## src/rtl/instr_fetch_queue.sv

```systemverilog
// rtl/instr_fetch_queue.sv - instruction fetch front end with PC-tagged instruction FIFO
module instr_fetch_queue #(
    parameter int          DEPTH    = 4,
    parameter logic [31:0] RESET_PC = 32'h0000_0000
) (
    input  logic                         clk_i,
    input  logic                         rst_i,
    output logic                         mem_req_o,
    output logic [31:0]                  mem_addr_o,
    input  logic                         mem_ack_i,
    input  logic [31:0]                  mem_data_i,
    input  logic                         redirect_i,
    input  logic [31:0]                  redirect_pc_i,
    output logic                         instr_valid_o,
    output logic [31:0]                  instr_o,
    output logic [31:0]                  instr_pc_o,
    input  logic                         instr_ready_i,
    output logic [$clog2(DEPTH+1)-1:0]   count_o
);

    localparam int PW = $clog2(DEPTH);
    localparam int CW = $clog2(DEPTH + 1);
    localparam logic [CW-1:0] DEPTH_C  = CW'(DEPTH);
    localparam logic [CW-1:0] DEPTH_M1 = CW'(DEPTH - 1);

    localparam logic [1:0] ST_IDLE    = 2'd0;
    localparam logic [1:0] ST_WAIT    = 2'd1;
    localparam logic [1:0] ST_DISCARD = 2'd2;

    logic [1:0]    state;
    logic [31:0]   fetch_pc;
    logic [31:0]   addr;
    logic [31:0]   pc_mem    [DEPTH];
    logic [31:0]   instr_mem [DEPTH];
    logic [PW-1:0] rd_ptr;
    logic [PW-1:0] wr_ptr;
    logic [CW-1:0] count;

    logic          push;
    logic          pop;
    logic [CW-1:0] count_pop;
    logic [31:0]   addr_inc;
    logic [31:0]   redirect_pc_al;

    // Handshake decode; a redirect voids both the push and the consumer pop of its cycle
    always_comb begin
        redirect_pc_al = redirect_pc_i & 32'hFFFF_FFFC;
        instr_valid_o  = (count != '0);
        pop            = instr_valid_o && instr_ready_i && !redirect_i;
        push           = (state == ST_WAIT) && mem_ack_i && !redirect_i;
        count_pop      = count - CW'(pop);
        addr_inc       = addr + 32'd4;
        mem_req_o      = (state == ST_WAIT) || (state == ST_DISCARD);
        mem_addr_o     = addr;
        instr_o        = instr_valid_o ? instr_mem[rd_ptr] : 32'd0;
        instr_pc_o     = instr_valid_o ? pc_mem[rd_ptr]    : 32'd0;
        count_o        = count;
    end

    // Fetch sequencer: one outstanding request, chained back to back while the queue has room
    always_ff @(posedge clk_i) begin
        if (rst_i) begin
            state    <= ST_IDLE;
            fetch_pc <= RESET_PC;
            addr     <= RESET_PC;
        end else begin
            case (state)
                ST_IDLE: begin
                    if (redirect_i) begin
                        fetch_pc <= redirect_pc_al;
                    end else if (count_pop < DEPTH_C) begin
                        addr  <= fetch_pc;
                        state <= ST_WAIT;
                    end
                end
                ST_WAIT: begin
                    if (redirect_i) begin
                        fetch_pc <= redirect_pc_al;
                        state    <= mem_ack_i ? ST_IDLE : ST_DISCARD;
                    end else if (mem_ack_i) begin
                        fetch_pc <= addr_inc;
                        // the slot just filled counts against room for the next request
                        if (count_pop < DEPTH_M1) begin
                            addr <= addr_inc;
                        end else begin
                            state <= ST_IDLE;
                        end
                    end
                end
                ST_DISCARD: begin
                    if (redirect_i) begin
                        fetch_pc <= redirect_pc_al;
                    end
                    if (mem_ack_i) begin
                        state <= ST_IDLE;
                    end
                end
                default: state <= ST_IDLE;
            endcase
        end
    end

    // Queue bookkeeping; a redirect empties the queue by snapping the read pointer to the write pointer
    always_ff @(posedge clk_i) begin
        if (rst_i) begin
            rd_ptr <= '0;
            wr_ptr <= '0;
            count  <= '0;
        end else if (redirect_i) begin
            rd_ptr <= wr_ptr;
            count  <= '0;
        end else begin
            if (push) begin
                wr_ptr <= wr_ptr + PW'(1);
            end
            if (pop) begin
                rd_ptr <= rd_ptr + PW'(1);
            end
            count <= count_pop + CW'(push);
        end
    end

    // Queue storage: returned instruction tagged with the address it was fetched from
    always_ff @(posedge clk_i) begin
        if (push) begin
            pc_mem[wr_ptr]    <= addr;
            instr_mem[wr_ptr] <= mem_data_i;
        end
    end

endmodule

```

## config.mk

```make
export PLATFORM = sky130hd
export DESIGN_NAME = instr_fetch_queue
export DESIGN_NICKNAME = d
export VERILOG_FILES = /design/src/rtl/instr_fetch_queue.sv
export SDC_FILE = /design/constraint.sdc
export NUM_CORES = 1
export LEC_CHECK = 0
export ABC_AREA = 1
export CAP_MARGIN = 20
export CELL_PAD_IN_SITES_DETAIL_PLACEMENT = 1
export CELL_PAD_IN_SITES_GLOBAL_PLACEMENT = 1
export CORE_UTILIZATION = 47
export CTS_CLUSTER_DIAMETER = 100
export DETAILED_ROUTE_END_ITERATION = 16
export PLACE_DENSITY_LB_ADDON = 0.1
export REMOVE_ABC_BUFFERS = 1
export SETUP_SLACK_MARGIN = 0.2
export SYNTH_ARGS = -nofsm -noshare
export SYNTH_HDL_FRONTEND = slang
export SYNTH_SLANG_ARGS = --single-unit
```

## constraint.sdc

```tcl
create_clock -name clk_i -period 7.2 [get_ports clk_i]
set_clock_uncertainty 0.15 [all_clocks]
set_input_delay 1.44 -clock clk_i [delete_from_list [all_inputs] [get_ports clk_i]]
set_output_delay 1.44 -clock clk_i [all_outputs]
set_load 0.05 [all_outputs]
```

==> impl_results.md <==
* Die X at 177 µm
* CP Capture Type: output pin
* Post-synthesis xor/xnor area fraction at less than 1%
* Final hold violations at 0
* Resized Gates After CTS at 0
* Reg2reg end: mem_addr_o[2]$_SDFFE_PP0P_
* Critical path's slowest cell: clkdlybuf4s50_1
* Die Y at 177 µm
* Largest net degree at the start of global routing at 79
* Layout cells sized above 1 at 6.06%
* Final TNS setup at 0 ps
* Hold Path Class: reg -> reg
* Sw Ratio at 35.0%
* Routed len/inst at 19.4 µm
* Setup bufs post-CTS at 0
* Vias/cell at roughly 5.4
* Drt total wl at between 30000 and 40000 µm
* VDD IR-drop max at 0.000236 V
* Total Routing Usage GR at 25.4%
* Pwr/cell area at about 320 nW/µm²
* Slew Viols, Final at 0
* Fill cell count at 3329
* Clock Power Share at a little under 30%
* Critical-path cell list: clkinv_2 -> buf_4 -> o21ai_0 -> a21oi_1 -> clkdlybuf4s50_1
* Synthesized area at 14400 µm²
* Worst skew pair latency at 510 ps
* Vias at roughly 11000
* Critical Path RT at about 5600 ps
* Die Area at about 31000 µm²
* Syn-to-layout area delta at 20.7%
* Placed cells at slightly below 2000
* P_sw at between 1.5 and 2 mW
* Synth cell types at 34
* Diode count at 0
* Comb pwr share at about a quarter
* Slew HR at 30.8%
* Multiplexer area fraction after synthesis at 0%
* Worst Path Class, Setup: reg -> out
* Detail Route Antenna Nets at 0
* Hold_sp: fetch_pc[4]$_SDFFE_PP0P_
* Register share of total power at 44.2%
* Synthesis-stage register bit count at 331
* Yosys warns at 0
* R2r startpoint: count_o[1]$_SDFF_PP0_
* # rows at 63
* Slew @ Worst Pin at 1040 ps
* CORE AREA at 29900 µm²
* Detail Placement HPWL at roughly 24000 µm
* CTS tree: yes
* CTS clock-pin slew for the worst setup and hold paths at 60 ps
* Number of CTS-inserted buffers at 34
* Root Buffer: clkbuf_16
* DR pass1 iterations at 5
* Leak Pwr at roughly 6.1 nW
* Tmin final at 5540 ps
* Syn Area/Cell at 9.66 µm²
* Clock Tree Buf Depth at 3
* Total congestion overflow at 0
* Hold endpoint: fetch_pc[4]$_SDFFE_PP0P_
* Number of max-cap violations at 0
* Fin nets at approximately 1700
* Io pins at 170
* Fmax at around 180 MHz
* CP Max Fanout at 78
* Setup-failing EPs final at 0
* Worst EP arrival at 3950 ps
* Critical path's largest stage delay at 760 ps
* Synth Area in Adders at between 1 and 1.5%
* Post-Layout Cell Count at 2040
* Combinational family with the most area after synthesis: simple AND/OR/NAND/NOR gates
* CP delay by family, top: buffers and inverters
* Simple-gate share of the synthesized area at about 17%
* P_int at between 3 and 4 mW
* GPL Wtd Cong at ~0.8
* Status: finished clean
* DRC viols at 0
* Worst hold path depth at 2
* Hold_buf cts at 0
* Startpoint Class: flop
* R2R Setup Slk at roughly 3600 ps
* Compound-Gate Fraction of Synth Area at 12.2%
* Vias in the first global route at 11440
* Depth of the worst register-to-register path at 12
* Clock Sinks at 331
* Max H-tree Level at 2
* Initial core utilization at roughly half
* Post-synthesis cell count at roughly 1500
* Tcrit/Tclk final at between 70% and 80%
* Initial antenna violation count at 0
* Sequential area share after synthesis at 64.0%
* Crit path buf inv count at 3
* Initial DRC Count at 553
* Unrepaired setup endpoints after global routing: no
* Port buffer count at about 170
* First-pass GRT wire length at 60600 µm
==> cells in the final DEF, fill, tap and decap left out, drive strengths merged, types with 2 or more instances in the layout <==
cell type	count
clkdlybuf4s50	167
buf	14
nor3	3
clkinvlp	2
nor2	376
nand3	33
dfxtp	75
xnor2	2
clkbuf	45
or2	2
inv	82
o21ai	179
nand2	214
ha	12
o21a	2
edfxtp	256
a21oi	153
o21bai	2
clkinv	15
xor2	12
==> through the flow <==
stage / worst slack [ps] / utilization, % / total power [mW] / hold WS [ps] / area (µm²)
4_1_cts: 1650 / 58.0 / 5.67 / 308 / 17300
3_5_place_dp: 2230 / 54.6 / 4.01 / 299 / 16300
2_1_floorplan: 477 / - / 3.46 / 277 / 14000
5_1_grt: 1480 / 58.0 / 5.90 / 339 / 17300
3_3_place_gp: 2370 / 54.6 / 3.96 / 291 / 16300
6_report: 1660 / 58.0 / 5.63 / 307 / 17300
==> power groups by stage <==
| stage | clock [mW] | combinational [mW] | sequential [mW] |
|---|---|---|---|
| floorplan | 0 | 0.834 | 2.62 |
| global placement | 0 | 1.44 | 2.51 |
| detailed placement | 0 | 1.49 | 2.53 |
| CTS | 1.67 | 1.51 | 2.49 |
| global route | 1.73 | 1.66 | 2.51 |
| finish | 1.64 | 1.50 | 2.49 |
==> registers in the layout (all words and copies together), names as in the netlist, named ones only <==
| register | flops |
|---|---|
| rd_ptr | 2 |
| state | 2 |
| fetch_pc | 32 |
| count_o | 3 |
| pc_mem | 128 |
| mem_addr_o | 32 |
| instr_mem | 128 |
| wr_ptr | 2 |
==> cells by family (layout without fill, tap and decap cells) <==
group	after synthesis	after routing
compound gates	337	337
xor+xnor	14	14
fa+ha+maj	12	12
buf+inv	163	326
flops	331	331
simple gates	630	630
==> cell type report <==
type	instances	area (µm²)	share of cell area [%]
Tap cell	390	488	2.81
Clock buffer	45	913	5.27
Sequential cell	331	9190	53.0
Clock inverter	16	106	0.613
Inverter	84	322	1.85
Timing Repair Buffer	181	1780	10.3
Multi-Input combinational cell	993	4530	26.1
==> cell usage after synthesis (all sizes together) <==
cell | instances | area [µm²]
nand4 | 1 | 6.26
a31oi | 1 | 6.26
a21oi | 153 | 822
or2 | 2 | 12.5
xnor2 | 2 | 25.0
edfxtp | 256 | 7690
nand2 | 214 | 826
clkinv | 2 | 12.5
nor2 | 376 | 1420
o21a | 2 | 15.0
ha | 12 | 150
o21ai | 179 | 900
nand3b | 1 | 7.51
dfxtp | 75 | 1500
inv | 82 | 308
o21bai | 2 | 15.0
buf | 40 | 213
clkbuf | 39 | 146
nand3 | 33 | 170
xor2 | 12 | 105
nor3 | 3 | 20.0
==> per-layer routing <==
metal,global-route usage (%),routed length [µm],up-vias
met2,45.8,20000,255
li1,-,-,5267
met1,31.0,16700,5460
met5,0,0,-
met4,9.41,1180,0
met3,3.18,1560,89
==> worst max path at each step <==
stage                          startpoint              to  cells after the start
finish                               flop   instr_pc_o[3]                      5
global placement                     flop  instr_pc_o[11]                      5
global route                         flop   instr_pc_o[3]                      5
floorplan           count_o[1]$_SDFF_PP0_   instr_valid_o                      2
detailed placement                   flop  instr_pc_o[13]                      5
CTS                                  flop   instr_pc_o[3]                      5
==> worst register-to-register path, stage by stage, from the launching register on <==
cell	delay, ps
dfxtp_1	330
nor3_2	160
buf_4	710
nor3_1	180
ha_1	240
ha_1	200
xnor2_2	310
nand2_1	110
nand2_2	220
nand2_4	350
inv_2	330
nor2_1	70
nor2_1	140
Note: power is estimated with default switching activity, not from simulation.
